===== src/rtl/lsu_pkg.sv =====
// lsu_pkg: shared types, funct3 encodings and request-qualification helpers
// for the load/store unit.
package lsu_pkg;

    localparam int XLEN  = 32;
    localparam int LANES = XLEN / 8;

    // Load encodings
    localparam logic [2:0] F3_LB  = 3'b000;
    localparam logic [2:0] F3_LH  = 3'b001;
    localparam logic [2:0] F3_LW  = 3'b010;
    localparam logic [2:0] F3_LBU = 3'b100;
    localparam logic [2:0] F3_LHU = 3'b101;

    // Store encodings
    localparam logic [2:0] F3_SB  = 3'b000;
    localparam logic [2:0] F3_SH  = 3'b001;
    localparam logic [2:0] F3_SW  = 3'b010;

    typedef enum logic [1:0] {
        IDLE,
        ISSUE,
        WAIT,
        RESP
    } lsu_state_t;

    function automatic logic f3_legal(input logic we, input logic [2:0] f3);
        logic ok;
        if (we) begin
            ok = (f3 == F3_SB) || (f3 == F3_SH) || (f3 == F3_SW);
        end else begin
            ok = (f3 == F3_LB) || (f3 == F3_LH) || (f3 == F3_LW) ||
                 (f3 == F3_LBU) || (f3 == F3_LHU);
        end
        return ok;
    endfunction

    // Access size is carried in funct3[1:0] for both loads and stores.
    function automatic logic misaligned(input logic [2:0] f3, input logic [1:0] off);
        logic mis;
        case (f3[1:0])
            2'b01:   mis = off[0];
            2'b10:   mis = (off != 2'b00);
            default: mis = 1'b0;
        endcase
        return mis;
    endfunction

    function automatic logic [1:0] align_off(input logic [2:0] f3, input logic [1:0] off);
        logic [1:0] a;
        case (f3[1:0])
            2'b01:   a = {off[1], 1'b0};
            2'b10:   a = 2'b00;
            default: a = off;
        endcase
        return a;
    endfunction

endpackage


===== src/rtl/lsu_lane_align.sv =====
// lsu_lane_align: combinational byte-lane steering.
// Forward path builds byte enables and lane-replicated store data.
// Reverse path shifts the memory word down and sign/zero-extends it.
module lsu_lane_align
    import lsu_pkg::*;
(
    input  logic [2:0]       fwd_funct3,
    input  logic [1:0]       fwd_off,
    input  logic [XLEN-1:0]  wdata,
    output logic [LANES-1:0] byte_en,
    output logic [XLEN-1:0]  wdata_rep,
    input  logic [2:0]       rev_funct3,
    input  logic [1:0]       rev_off,
    input  logic [XLEN-1:0]  dout,
    output logic [XLEN-1:0]  rdata
);

    logic [XLEN-1:0] dout_sh;

    // Byte enables follow the access size; data is replicated so every lane carries it.
    always_comb begin
        byte_en   = '0;
        wdata_rep = '0;
        case (fwd_funct3[1:0])
            2'b00: begin
                byte_en   = 4'b0001 << fwd_off;
                wdata_rep = {4{wdata[7:0]}};
            end
            2'b01: begin
                byte_en   = 4'b0011 << {fwd_off[1], 1'b0};
                wdata_rep = {2{wdata[15:0]}};
            end
            2'b10: begin
                byte_en   = 4'b1111;
                wdata_rep = wdata;
            end
            default: ;
        endcase
    end

    // Shift the addressed bytes to the bottom, then extend per load type.
    always_comb begin
        dout_sh = dout >> {rev_off, 3'b000};
        rdata   = '0;
        case (rev_funct3)
            F3_LB:   rdata = {{24{dout_sh[7]}}, dout_sh[7:0]};
            F3_LH:   rdata = {{16{dout_sh[15]}}, dout_sh[15:0]};
            F3_LW:   rdata = dout_sh;
            F3_LBU:  rdata = {24'h000000, dout_sh[7:0]};
            F3_LHU:  rdata = {16'h0000, dout_sh[15:0]};
            default: rdata = '0;
        endcase
    end

endmodule


===== src/rtl/load_store_unit.sv =====
// load_store_unit: bridges the RV32I execute stage to a byte-lane data memory.
// One request per handshake; all outputs registered.
// Optional feature macro: LSU_MISALIGN_TRAP_EN (trap misaligned accesses
// instead of forcing natural alignment).
//
// state | meaning
// IDLE  | req_ready high, waiting for a request
// ISSUE | memory strobe visible for exactly this cycle
// WAIT  | load outstanding, waiting for mem_dout_ready or timeout
// RESP  | resp_valid pulse
module load_store_unit
    import lsu_pkg::*;
#(
    parameter int DATA_WIDTH     = 32,
    parameter int RAM_AMOUNT     = 4,
    parameter int TIMEOUT_CYCLES = 16
) (
    input  logic                  clk,
    input  logic                  rst,
    input  logic                  req_valid,
    output logic                  req_ready,
    input  logic                  req_we,
    input  logic [2:0]            req_funct3,
    input  logic [DATA_WIDTH-1:0] req_addr,
    input  logic [DATA_WIDTH-1:0] req_wdata,
    output logic                  resp_valid,
    output logic [DATA_WIDTH-1:0] resp_rdata,
    output logic                  resp_err,
    output logic                  mem_we,
    output logic                  mem_rd,
    output logic [RAM_AMOUNT-1:0] mem_ctrl,
    output logic [DATA_WIDTH-1:0] mem_addr,
    output logic [DATA_WIDTH-1:0] mem_di,
    input  logic [DATA_WIDTH-1:0] mem_dout,
    input  logic                  mem_dout_ready
);

    // Timeout is a down-counter loaded on WAIT entry; terminal count zero
    // marks the last WAIT cycle in which ready is still accepted.
    localparam int CNT_W = (TIMEOUT_CYCLES > 1) ? $clog2(TIMEOUT_CYCLES) : 1;
    localparam logic [CNT_W-1:0] CNT_LOAD = CNT_W'(TIMEOUT_CYCLES - 1);

    lsu_state_t state, state_nx;

    logic                  lat_we;
    logic [2:0]            lat_funct3;
    logic [1:0]            lat_off;
    logic [CNT_W-1:0]      cnt, cnt_nx;
    logic                  accept;

    logic                  req_legal;
    logic                  req_trap;
    logic [1:0]            req_off;

    logic [RAM_AMOUNT-1:0] fwd_be;
    logic [DATA_WIDTH-1:0] fwd_di;
    logic [DATA_WIDTH-1:0] rev_rdata;

    logic                  req_ready_nx;
    logic                  resp_valid_nx;
    logic                  resp_err_nx;
    logic [DATA_WIDTH-1:0] resp_rdata_nx;
    logic                  mem_we_nx;
    logic                  mem_rd_nx;
    logic [RAM_AMOUNT-1:0] mem_ctrl_nx;
    logic [DATA_WIDTH-1:0] mem_addr_nx;
    logic [DATA_WIDTH-1:0] mem_di_nx;

    // Qualify the incoming request: legality, misalignment policy, effective lane offset.
    always_comb begin
        req_legal = f3_legal(req_we, req_funct3);
`ifdef LSU_MISALIGN_TRAP_EN
        req_trap  = misaligned(req_funct3, req_addr[1:0]);
        req_off   = req_addr[1:0];
`else
        req_trap  = 1'b0;
        req_off   = align_off(req_funct3, req_addr[1:0]);
`endif
    end

    // Forward path uses the live request so strobes land in ISSUE; reverse uses the latched one.
    lsu_lane_align u_lane_align (
        .fwd_funct3 (req_funct3),
        .fwd_off    (req_off),
        .wdata      (req_wdata),
        .byte_en    (fwd_be),
        .wdata_rep  (fwd_di),
        .rev_funct3 (lat_funct3),
        .rev_off    (lat_off),
        .dout       (mem_dout),
        .rdata      (rev_rdata)
    );

    // Next-state and next-output logic; outputs are registered, so each value
    // here becomes visible in the cycle after the decision.
    always_comb begin
        state_nx      = state;
        accept        = 1'b0;
        cnt_nx        = cnt;
        req_ready_nx  = 1'b0;
        resp_valid_nx = 1'b0;
        resp_err_nx   = 1'b0;
        resp_rdata_nx = '0;
        mem_we_nx     = 1'b0;
        mem_rd_nx     = 1'b0;
        mem_ctrl_nx   = '0;
        mem_addr_nx   = '0;
        mem_di_nx     = '0;
        case (state)
            IDLE: begin
                req_ready_nx = 1'b1;
                if (req_valid && req_ready) begin
                    accept       = 1'b1;
                    req_ready_nx = 1'b0;
                    if (!req_legal || req_trap) begin
                        state_nx      = RESP;
                        resp_valid_nx = 1'b1;
                        resp_err_nx   = 1'b1;
                    end else begin
                        state_nx    = ISSUE;
                        mem_we_nx   = req_we;
                        mem_rd_nx   = !req_we;
                        mem_ctrl_nx = fwd_be;
                        mem_addr_nx = {req_addr[DATA_WIDTH-1:2], 2'b00};
                        mem_di_nx   = req_we ? fwd_di : '0;
                    end
                end
            end
            ISSUE: begin
                if (lat_we) begin
                    state_nx      = RESP;
                    resp_valid_nx = 1'b1;
                end else begin
                    state_nx = WAIT;
                    cnt_nx   = CNT_LOAD;
                end
            end
            WAIT: begin
                if (mem_dout_ready) begin
                    state_nx      = RESP;
                    resp_valid_nx = 1'b1;
                    resp_rdata_nx = rev_rdata;
                end else if (cnt == '0) begin
                    state_nx      = RESP;
                    resp_valid_nx = 1'b1;
                    resp_err_nx   = 1'b1;
                end else begin
                    cnt_nx = cnt - 1'b1;
                end
            end
            RESP: begin
                state_nx     = IDLE;
                req_ready_nx = 1'b1;
            end
            default: state_nx = IDLE;
        endcase
    end

    // State, request latch, timeout counter and registered outputs.
    always_ff @(posedge clk) begin
        if (rst) begin
            state      <= IDLE;
            cnt        <= '0;
            lat_we     <= 1'b0;
            lat_funct3 <= '0;
            lat_off    <= '0;
            req_ready  <= 1'b1;
            resp_valid <= 1'b0;
            resp_err   <= 1'b0;
            resp_rdata <= '0;
            mem_we     <= 1'b0;
            mem_rd     <= 1'b0;
            mem_ctrl   <= '0;
            mem_addr   <= '0;
            mem_di     <= '0;
        end else begin
            state      <= state_nx;
            cnt        <= cnt_nx;
            if (accept) begin
                lat_we     <= req_we;
                lat_funct3 <= req_funct3;
                lat_off    <= req_off;
            end
            req_ready  <= req_ready_nx;
            resp_valid <= resp_valid_nx;
            resp_err   <= resp_err_nx;
            resp_rdata <= resp_rdata_nx;
            mem_we     <= mem_we_nx;
            mem_rd     <= mem_rd_nx;
            mem_ctrl   <= mem_ctrl_nx;
            mem_addr   <= mem_addr_nx;
            mem_di     <= mem_di_nx;
        end
    end

endmodule


===== config.mk =====
export PLATFORM = sky130hd
export DESIGN_NAME = load_store_unit
export DESIGN_NICKNAME = d
export VERILOG_FILES = /design/src/rtl/lsu_pkg.sv /design/src/rtl/lsu_lane_align.sv /design/src/rtl/load_store_unit.sv
export SDC_FILE = /design/constraint.sdc
export NUM_CORES = 1
export LEC_CHECK = 0
export ABC_CLOCK_PERIOD_IN_PS = 2190
export CORE_ASPECT_RATIO = 0.7
export CORE_MARGIN = 2
export CORE_UTILIZATION = 43
export CTS_CLUSTER_SIZE = 30
export DETAILED_ROUTE_END_ITERATION = 12
export HOLD_SLACK_MARGIN = 0.06
export PLACE_DENSITY = 0.81
export SETUP_SLACK_MARGIN = 0.3
export SLEW_MARGIN = 20
export SYNTH_ARGS = -nofsm -noshare
export SYNTH_HDL_FRONTEND = slang
export SYNTH_HIERARCHICAL = 1
export SYNTH_SLANG_ARGS = --single-unit

===== constraint.sdc =====
create_clock -name clk -period 2.19 [get_ports clk]
set_clock_uncertainty 0.1 [all_clocks]
set_input_delay 0.657 -clock clk [delete_from_list [all_inputs] [get_ports clk]]
set_output_delay 0.657 -clock clk [all_outputs]
set_load 0.01 [all_outputs]

Word level (Yosys, flattened, before mapping)
Cells that the tools add are included.
{ "totals": {"reg_bits": 117, "inputBits": 104, "out_inout_bits": 105, "wordCells": 88} }
{ "op_classes": {"addsub": 1, "eq_ne": 18, "n_shift": 3, "mux": 27, "bitwise_logic": 6, "n_reduce_logical": 18} }
{ "op_table": {"columns": ["cell", "count"], "rows": [
  ["32-bit one-hot mux with 5 select lines", 1],
  ["32-bit one-hot mux with 3 select lines", 1],
  ["32-bit by 5-bit >> shifter with 32-bit output", 1],
  ["3-bit equality test, second input constant", 4],
  ["4-bit 2-to-1 mux", 3],
  ["4-bit one-hot mux with 3 select lines", 1],
  ["1-bit 2-to-1 mux", 11],
  ["2-bit 2-to-1 mux", 4],
  ["2-bit inequality test, second input constant", 4],
  ["2-bit one-hot mux with 4 select lines", 1],
  ["4-bit one-hot mux with 2 select lines", 1],
  ["2-bit equality test, second input constant", 3],
  ["3-bit by 1-bit equality test with 1-bit output, second input constant", 2],
  ["3-bit by 2-bit equality test with 1-bit output, second input constant", 2],
  ["3-bit zero test", 2],
  ["1-bit inverter", 6],
  ["3-bit OR reduction", 2],
  ["5-bit OR reduction", 1],
  ["2-bit by 1-bit equality test with 1-bit output, second input constant", 2],
  ["2-bit zero test", 2],
  ["4-bit zero test", 1],
  ["1-bit logical OR", 4],
  ["1-bit one-hot mux with 2 select lines", 2],
  ["2-bit one-hot mux with 2 select lines", 1],
  ["other kinds (11)", 11]
]} }

Longest topological paths before layout
{ "logic_depth": {"ltp_word": 9, "ltp_mapped": 8, "mapped_depth_nobuf": 8} }

By module
Netlist, hierarchy kept.
{ "by_module_without_submodules": {"columns": ["mod", "n_inst", "cells_per_inst", "area_each_um2", "seq_area_each_um2"], "rows": [
  ["load_store_unit", 1, 319, 3622.2, 2302.2],
  ["lsu_lane_align", 1, 197, 1335.0, 0.0]
]} }

Worst setup path after synthesis
No wires, ideal clock.
{ "synth_timing": {"kind": "input to register", "from": "in req_funct3[1]", "to": "reg mem_addr[17]", "setup_time_ps": 115, "t_arrival_ps": 1835, "t_required_ps": 1975, "setup_slack_ps": 140, "cell_stages": 7, "n_path_buf": 2, "cell_sequence": "inv_1 > ha_1 > nor3_1 > a2111oi_4 > buf_6 > buf_6 > and2_1"} }
{ "synth_between": {"elab_chain_cells": 8, "word_cells_on_any_way": 12, "classes_between": "4 x eq/ne; 1 x mux; 1 x bitwise; 6 x reduce/logical"} }
{ "synth_rtl": {"columns": ["item", "line_no", "source"], "rows": [
  ["start, declared", "load_store_unit.sv:23", "input logic [2:0] req_funct3,"],
  ["3-bit by 1-bit equality test with 1-bit output / 3-bit zero test (equally long branches)", "lsu_pkg.sv:30, lsu_pkg.sv:32", null],
  ["1-bit logical OR (2 in series)", "lsu_pkg.sv:30, lsu_pkg.sv:32", null],
  ["1-bit logical OR", "lsu_pkg.sv:32", "ok = (f3 == F3_LB) || (f3 == F3_LH) || (f3 == F3_LW) ||"],
  ["1-bit logical OR", "lsu_pkg.sv:33", "(f3 == F3_LBU) || (f3 == F3_LHU);"],
  ["1-bit 2-to-1 mux *", "lsu_pkg.sv:29", "if (we) begin"],
  ["1-bit inverter (no line) *", null, null],
  ["4-bit OR reduction (no line) *", null, null],
  ["end signal, assigned", "load_store_unit.sv:191", "mem_addr <= mem_addr_nx;"],
  ["end, declared", "load_store_unit.sv:32", "output logic [DATA_WIDTH-1:0] mem_addr,"]
]} }
Every way passes the cells marked *; elsewhere a longest branch is shown, timed or not.
A chain may end at the register's enable or synchronous reset.

Final worst setup path
{ "layout_timing": {"from": "in req_funct3[2]", "to": "reg mem_di[2]"} }
{ "layout_between": {"elab_chain_cells": 8, "word_cells_on_any_way": 12, "classes_between": "4 x eq/ne; 1 x mux; 1 x bitwise; 6 x reduce/logical"} }
{ "layout_rtl": {"columns": ["item", "line_no", "source"], "rows": [
  ["3-bit by 1-bit equality test with 1-bit output / 3-bit zero test (equally long branches)", "lsu_pkg.sv:30, lsu_pkg.sv:32", null],
  ["1-bit logical OR (2 in series)", "lsu_pkg.sv:30, lsu_pkg.sv:32", null],
  ["1-bit logical OR", "lsu_pkg.sv:32", null],
  ["1-bit logical OR", "lsu_pkg.sv:33", null],
  ["1-bit 2-to-1 mux *", "lsu_pkg.sv:29", null],
  ["1-bit inverter (no line) *", null, null],
  ["5-bit OR reduction (no line) *", null, null],
  ["end signal, assigned", "load_store_unit.sv:192", "mem_di <= mem_di_nx;"],
  ["end, declared", "load_store_unit.sv:33", "output logic [DATA_WIDTH-1:0] mem_di,"]
]} }
Marked as above.

==> out/results.tsv <==
metric	value	unit
library_cell_with_the_highest_instance_count_after_synthesis	dfxtp_1	
path_class	in -> reg	
area_of_the_mapped_netlist	0.00496	mm2
synth_sequential_area_ratio	46.4	%
globalRouteMet3Util	6.15	%
synth_top_area_cell	dfxtp_1	
number_of_iterations_in_the_first_detailed_routing_pass	5	
tns	0	ns
detail_route.vias_per_cell	5.30	
postSynthAreaPerCell	9.61	um2
ff2ff_path_depth	7	
place_worst_setup_slack	-0.458	ns
floorplan.rows	32	
timing.critical_path.arrival	2.13	ns
synth_seq_cells	115	
syn_inst	516	
yosysWarningCount	6	
post-route-worst-setup-slack	0.309	ns
dieArea	0.0124	mm2
leakage	3.75	nW
antenna_violating_nets_post_route	0	
m1_gr_usage	32.3	%
synth_top_cells_by_count	dfxtp_1, and2_1, and3_1	
postSynth.asyncResetShare	0	%
chain_of_cells_forming_the_critical_path	clkdlybuf4s50_1 > a2111oi_4 > buf_6 > clkbuf_16 > and3_1	
place_congestion	0.928	
place_hpwl	11200	um
die_x	132	um
outcome	finished, final reports clean	
finalSetupViolCount	0	
cts_htree_levels	4	
slew_violations	0	
stdcell_area	0.00805	mm2
hold_viol	0	
clkLatencyLatePin	0.40	ns
filler_cells	854	
boundaryPins	209	
tritoncts.num_buffers	17	
port_buffers	206	
timing.critical_path.buf_inv	3	
hold-path-cell-count	1	
crit_slowest_cell	clkdlybuf4s50_1	
timing.critical_path.to_type	flop	
placed_cells_incl_taps	862	
worst_setup_path_start_kind	input pin	
cts.clk_slew.worst_paths	0.06	ns
synth_enable_flop_cells	0	
max_cap_violations	0	
final_layout_size_suffix_gt1_share	13.7	%
timing_worst_slew_pin_value	0.577	ns
global_route.usage.total	24.8	%
hold_path_startpoint	cnt[0]	
core-area	0.0111	mm2
routed-via-count	4806	
worst_path_dominant_cell_family	buffers and inverters	
max_stage_delay	0.50	ns
via_count_of_the_first_global_routing_pass	4418	
period_share	85.9	%
grt_start_max_net_pins	36	
grt_antenna_before_repair	1	
fin_cells	906	
numClockSinks	115	
worst_slew_margin_rel	61.5	%
vdd_drop_max	0.663	mV
cellPowerDensity	923	mW/mm2
maximum_fanout_encountered_on_the_critical_timing_path	8	
dpl_cell_area	0.00728	mm2
area.growth.synth_to_final	62.3	%
dr.first_iter.drc_count	304	
fmax	532	MHz
rr_endpoint	mem_di[2]	
ys_top_cells_by_area	dfxtp_1, and2_1, and3_1	
tritoncts	yes	
grt_first_pass_wirelength	23900	um
drc	0	
yosysUniqueCellTypes	60	
holdCritPathClass	reg -> reg	
initial_utilization	44.5	%
timing.rr.start	state[1]	
postSynth.topFlopCell	dfxtp_1	
post_drt_wl_per_cell	18.0	um
floorplan.die.height	93.8	um
grt_remaining_overflow	0	
fin_crit	1.88	ns
hold_end	cnt[0]	
reg2reg_slack	0.33	ns
cts_root_buf	clkbuf_16	
global_route.peak_usage_layer	met2	
globalRouteMet2Util	40.3	%
clock_tree.buffer_depth	2	
synth_top_cell_area_share	46.4	%
rsz0062_at_grt	true	
data_required_time_at_the_worst_endpoint	2.44	ns
finalWirelength	16300	um
design.final.nets	851	
[per-stage QoR]
step	total power, mW	hold slack (ns)	util [%]
floorplan	3.49	0.333	-
global placement	4.12	0.379	65.4
detailed placement	4.19	0.382	65.4
CTS	7.25	0.390	70.6
global route	7.75	0.430	72.3
finish	7.43	0.391	72.3
[cell usage in the layout, fill, tap and decap left out, types with 16 or more instances in the layout]
cell / instances
clkbuf_16: 21
nor2b_1: 24
a211oi_1: 16
dlygate4sd2_1: 108
and3_1: 34
and2_1: 78
o21ai_0: 28
nand2_1: 22
buf_4: 23
clkdlybuf4s50_1: 95
dfxtp_1: 112
a21oi_1: 28
mux2i_1: 16
[kinds of logic (layout without fill, tap and decap cells)]
group / Yosys count / count (layout) / synth area share, %
AND/OR/NAND/NOR: 198 / 198 / 24.3
AO/OA/AOI/OAI: 126 / 126 / 17.6
flip-flops: 115 / 115 / 46.4
buffers and inverters: 49 / 284 / 5.20
multiplexers: 19 / 19 / 4.37
adder cells (fa/ha/maj): 8 / 8 / 2.02
other: 1 / 3 / 0.0756
[area by class of cell]
class	count	area, um2	area share [%]
Multi-Input combinational cell	353	2490	30.9
Timing Repair Buffer	242	2360	29.3
Sequential cell	115	2310	28.7
Clock buffer	17	425	5.29
Clock inverter	15	230	2.86
Tap cell	153	191	2.38
Inverter	10	43.8	0.544
Antenna cell	1	2.50	0.0311
[sequential cells by signal (all words and copies together) (netlist names)]
signal	flops
cnt	4
mem_we	1
mem_rd	1
resp_rdata	32
mem_di	32
req_ready	1
resp_err	1
lat_off	2
lat_we	1
lat_funct3	3
resp_valid	1
mem_ctrl	4
state	2
mem_addr	30
[power breakdown]
group	internal [mW]	total [mW]	switching, mW	leakage (nW)
registers	2.27	2.40	0.135	0.931
clock network	2.03	3.06	1.03	0.310
logic	0.993	1.97	0.975	2.50
total	5.29	7.43	2.14	3.75
[routing by layer]
metal | wire, um | vias up
li1 | - | 2273
met1 | 7130 | 2285
met2 | 7790 | 222
met3 | 1140 | 26
met4 | 241 | 0
met5 | 0 | -
[worst max path at each step]
stage                       start         end  slack, ns  depth (start not counted)
floorplan           req_funct3[1]      mem_we       0.29                          7
global placement    req_funct3[1]  mem_di[31]      -0.34                          7
detailed placement  req_funct3[0]  mem_di[28]      -0.46                          6
CTS                 req_funct3[0]  mem_di[27]       0.29                          8
global route             state[0]  mem_di[25]       0.26                          7
finish              req_funct3[2]   mem_di[2]       0.31                          5
[what timing repair did]
item	in CTS	in global routing
setup buffers	1	4
setup endpoints to repair	199	79
resized for setup	119	21
hold buffers	0	0
gates cloned	1	5
pin swaps	2	5
No activity file was read; power rests on OpenSTA's default activity.
==> edit (config.mk and constraints unchanged) <==
The option `LSU_MISALIGN_TRAP_EN` is turned on by a define.
--- a/src/rtl/load_store_unit.sv
+++ b/src/rtl/load_store_unit.sv
@@ -8,6 +8,8 @@
 // ISSUE | memory strobe visible for exactly this cycle
 // WAIT  | load outstanding, waiting for mem_dout_ready or timeout
 // RESP  | resp_valid pulse
+`define LSU_MISALIGN_TRAP_EN
+
 module load_store_unit
     import lsu_pkg::*;
 #(
Formal check against the unedited RTL: not equivalent (Yosys sat finds a counterexample within 4 cycles, from zero or initial values and one cycle with rst high).
==> edit against the original RTL <==
- die area down 1.5%
- cell area down 0.61%
- total power down 4.6%
- area after synthesis down 1.6%
- wire length down 7.9%
- core utilization up 0.082 points
- clock power down 9.8%
- critical path depth up 5
- sequential cell count unchanged
- maximum frequency down 4.0%
- setup slack worse by 78 ps
- critical path type unchanged
- critical endpoint is now mem_di[22]
==> edit: results (changes against the original RTL) <==
Largest stage delay, worst path 270 ps (-230 ps); Seq/Total Area, Yosys 47.2% (+0.74 points); Sw Ratio 28.2% (-0.69 points); outcome complete, no violations; Hold Path Depth 2 (+1); Yosys cell types 53 (-12%); top post-synthesis cells by count dfxtp_1, and2_1, and3_1; CP Max Fanout 7 (-1); register-to-register setup slack 290 ps (-40 ps); Via density 5.11 (-3.7%); ant diodes 0 (-1); Detail Route met2 WL 7.25 mm (-6.9%); met1 WL 6.51 mm (-8.8%); post-DP HPWL 10.5 mm (-6.2%); Worst R2R Start state[0]; Hold Crit Start lat_we; drt wl/cell 16.5 um (-8.2%); Hold Path Sink lat_we; GP Congestion 0.881 (-5.0%); initial antenna violation count 0 (-1); grt met2 use 41.1% (+0.81 points); Synth area leaders dfxtp_1, and2_1, and3_1, mux2i_1, a21oi_1; Slowest cell on crit path nor4_4; max_slew headroom 52.3% (-9.2 points); met3 usage 6.07% (-0.078 points); FF-to-FF path depth 8 (+1); peak supply drop 0.697 mV (+5.1%); nets 856 (+0.59%); first-pass GRT wire length 23.6 mm (-1.4%); number of global-route vias before repair 4540 (+2.8%); reg2reg end mem_di[22]
## edit: logic make-up (layout without fill, tap and decap cells)
family                     Yosys count  after routing  share of synthesized area [%]
and+or+nand+nor                    194            194                           23.9
DFF                                115            115                           47.2
adders and majority gates            8              8                           2.05
buffers and inverters               50            291                           5.33
other                                1              2                         0.0768
muxes                               19             19                           4.44
AOI/OAI and AO/OA                  127            127                           17.0
## edit: final cells by class
type                    count  area [sq um]
flip-flops and latches    115          2310
multi-input cells         350          2420
fillers                   868          3050
clock inverters             9           130
clock buffers              22           464
well taps                 153           191
repair buffers            249          2420
inverters                  11          65.1
## edit: power by group through the flow
stage	Sequential, mW	Clock [mW]	Combinational [mW]
detailed placement	2.41	0	1.78
global placement	2.40	0	1.72
finish	2.38	2.76	1.95
global route	2.41	2.91	2.13
CTS	2.37	2.79	1.85
floorplan	2.42	0	1.08
## edit: per-stage QoR
stage,cells,instance area (sq um)
6_report,909,8000
5_1_grt,909,8000
4_1_cts,905,7930
3_5_place_dp,864,7270
3_3_place_gp,864,7270
2_1_floorplan,515,4960
## edit: tightest hold or removal path: stages, from the launching register on
cell,delay (ps)
dfxtp_1,320
nand2_1,60
a21oi_1,50
## edit: what timing repair did
action | CTS | global route
setup buffers | 6 | 4
endpoints found under the setup margin | 197 | 95
pin swaps | 4 | 3
cloned | 4 | 0
resized for setup | 127 | 19
## edit: how the worst max path moves through the flow
| stage | startpoint | to | slack, ps |
|---|---|---|---|
| floorplan | req_funct3[1] | mem_we | 260 |
| global placement | req_funct3[0] | mem_di[10] | -460 |
| detailed placement | req_funct3[1] | mem_di[9] | -530 |
| CTS | req_we | mem_di[9] | 280 |
| global route | req_funct3[0] | resp_err | 220 |
| finish | req_funct3[0] | mem_di[22] | 230 |
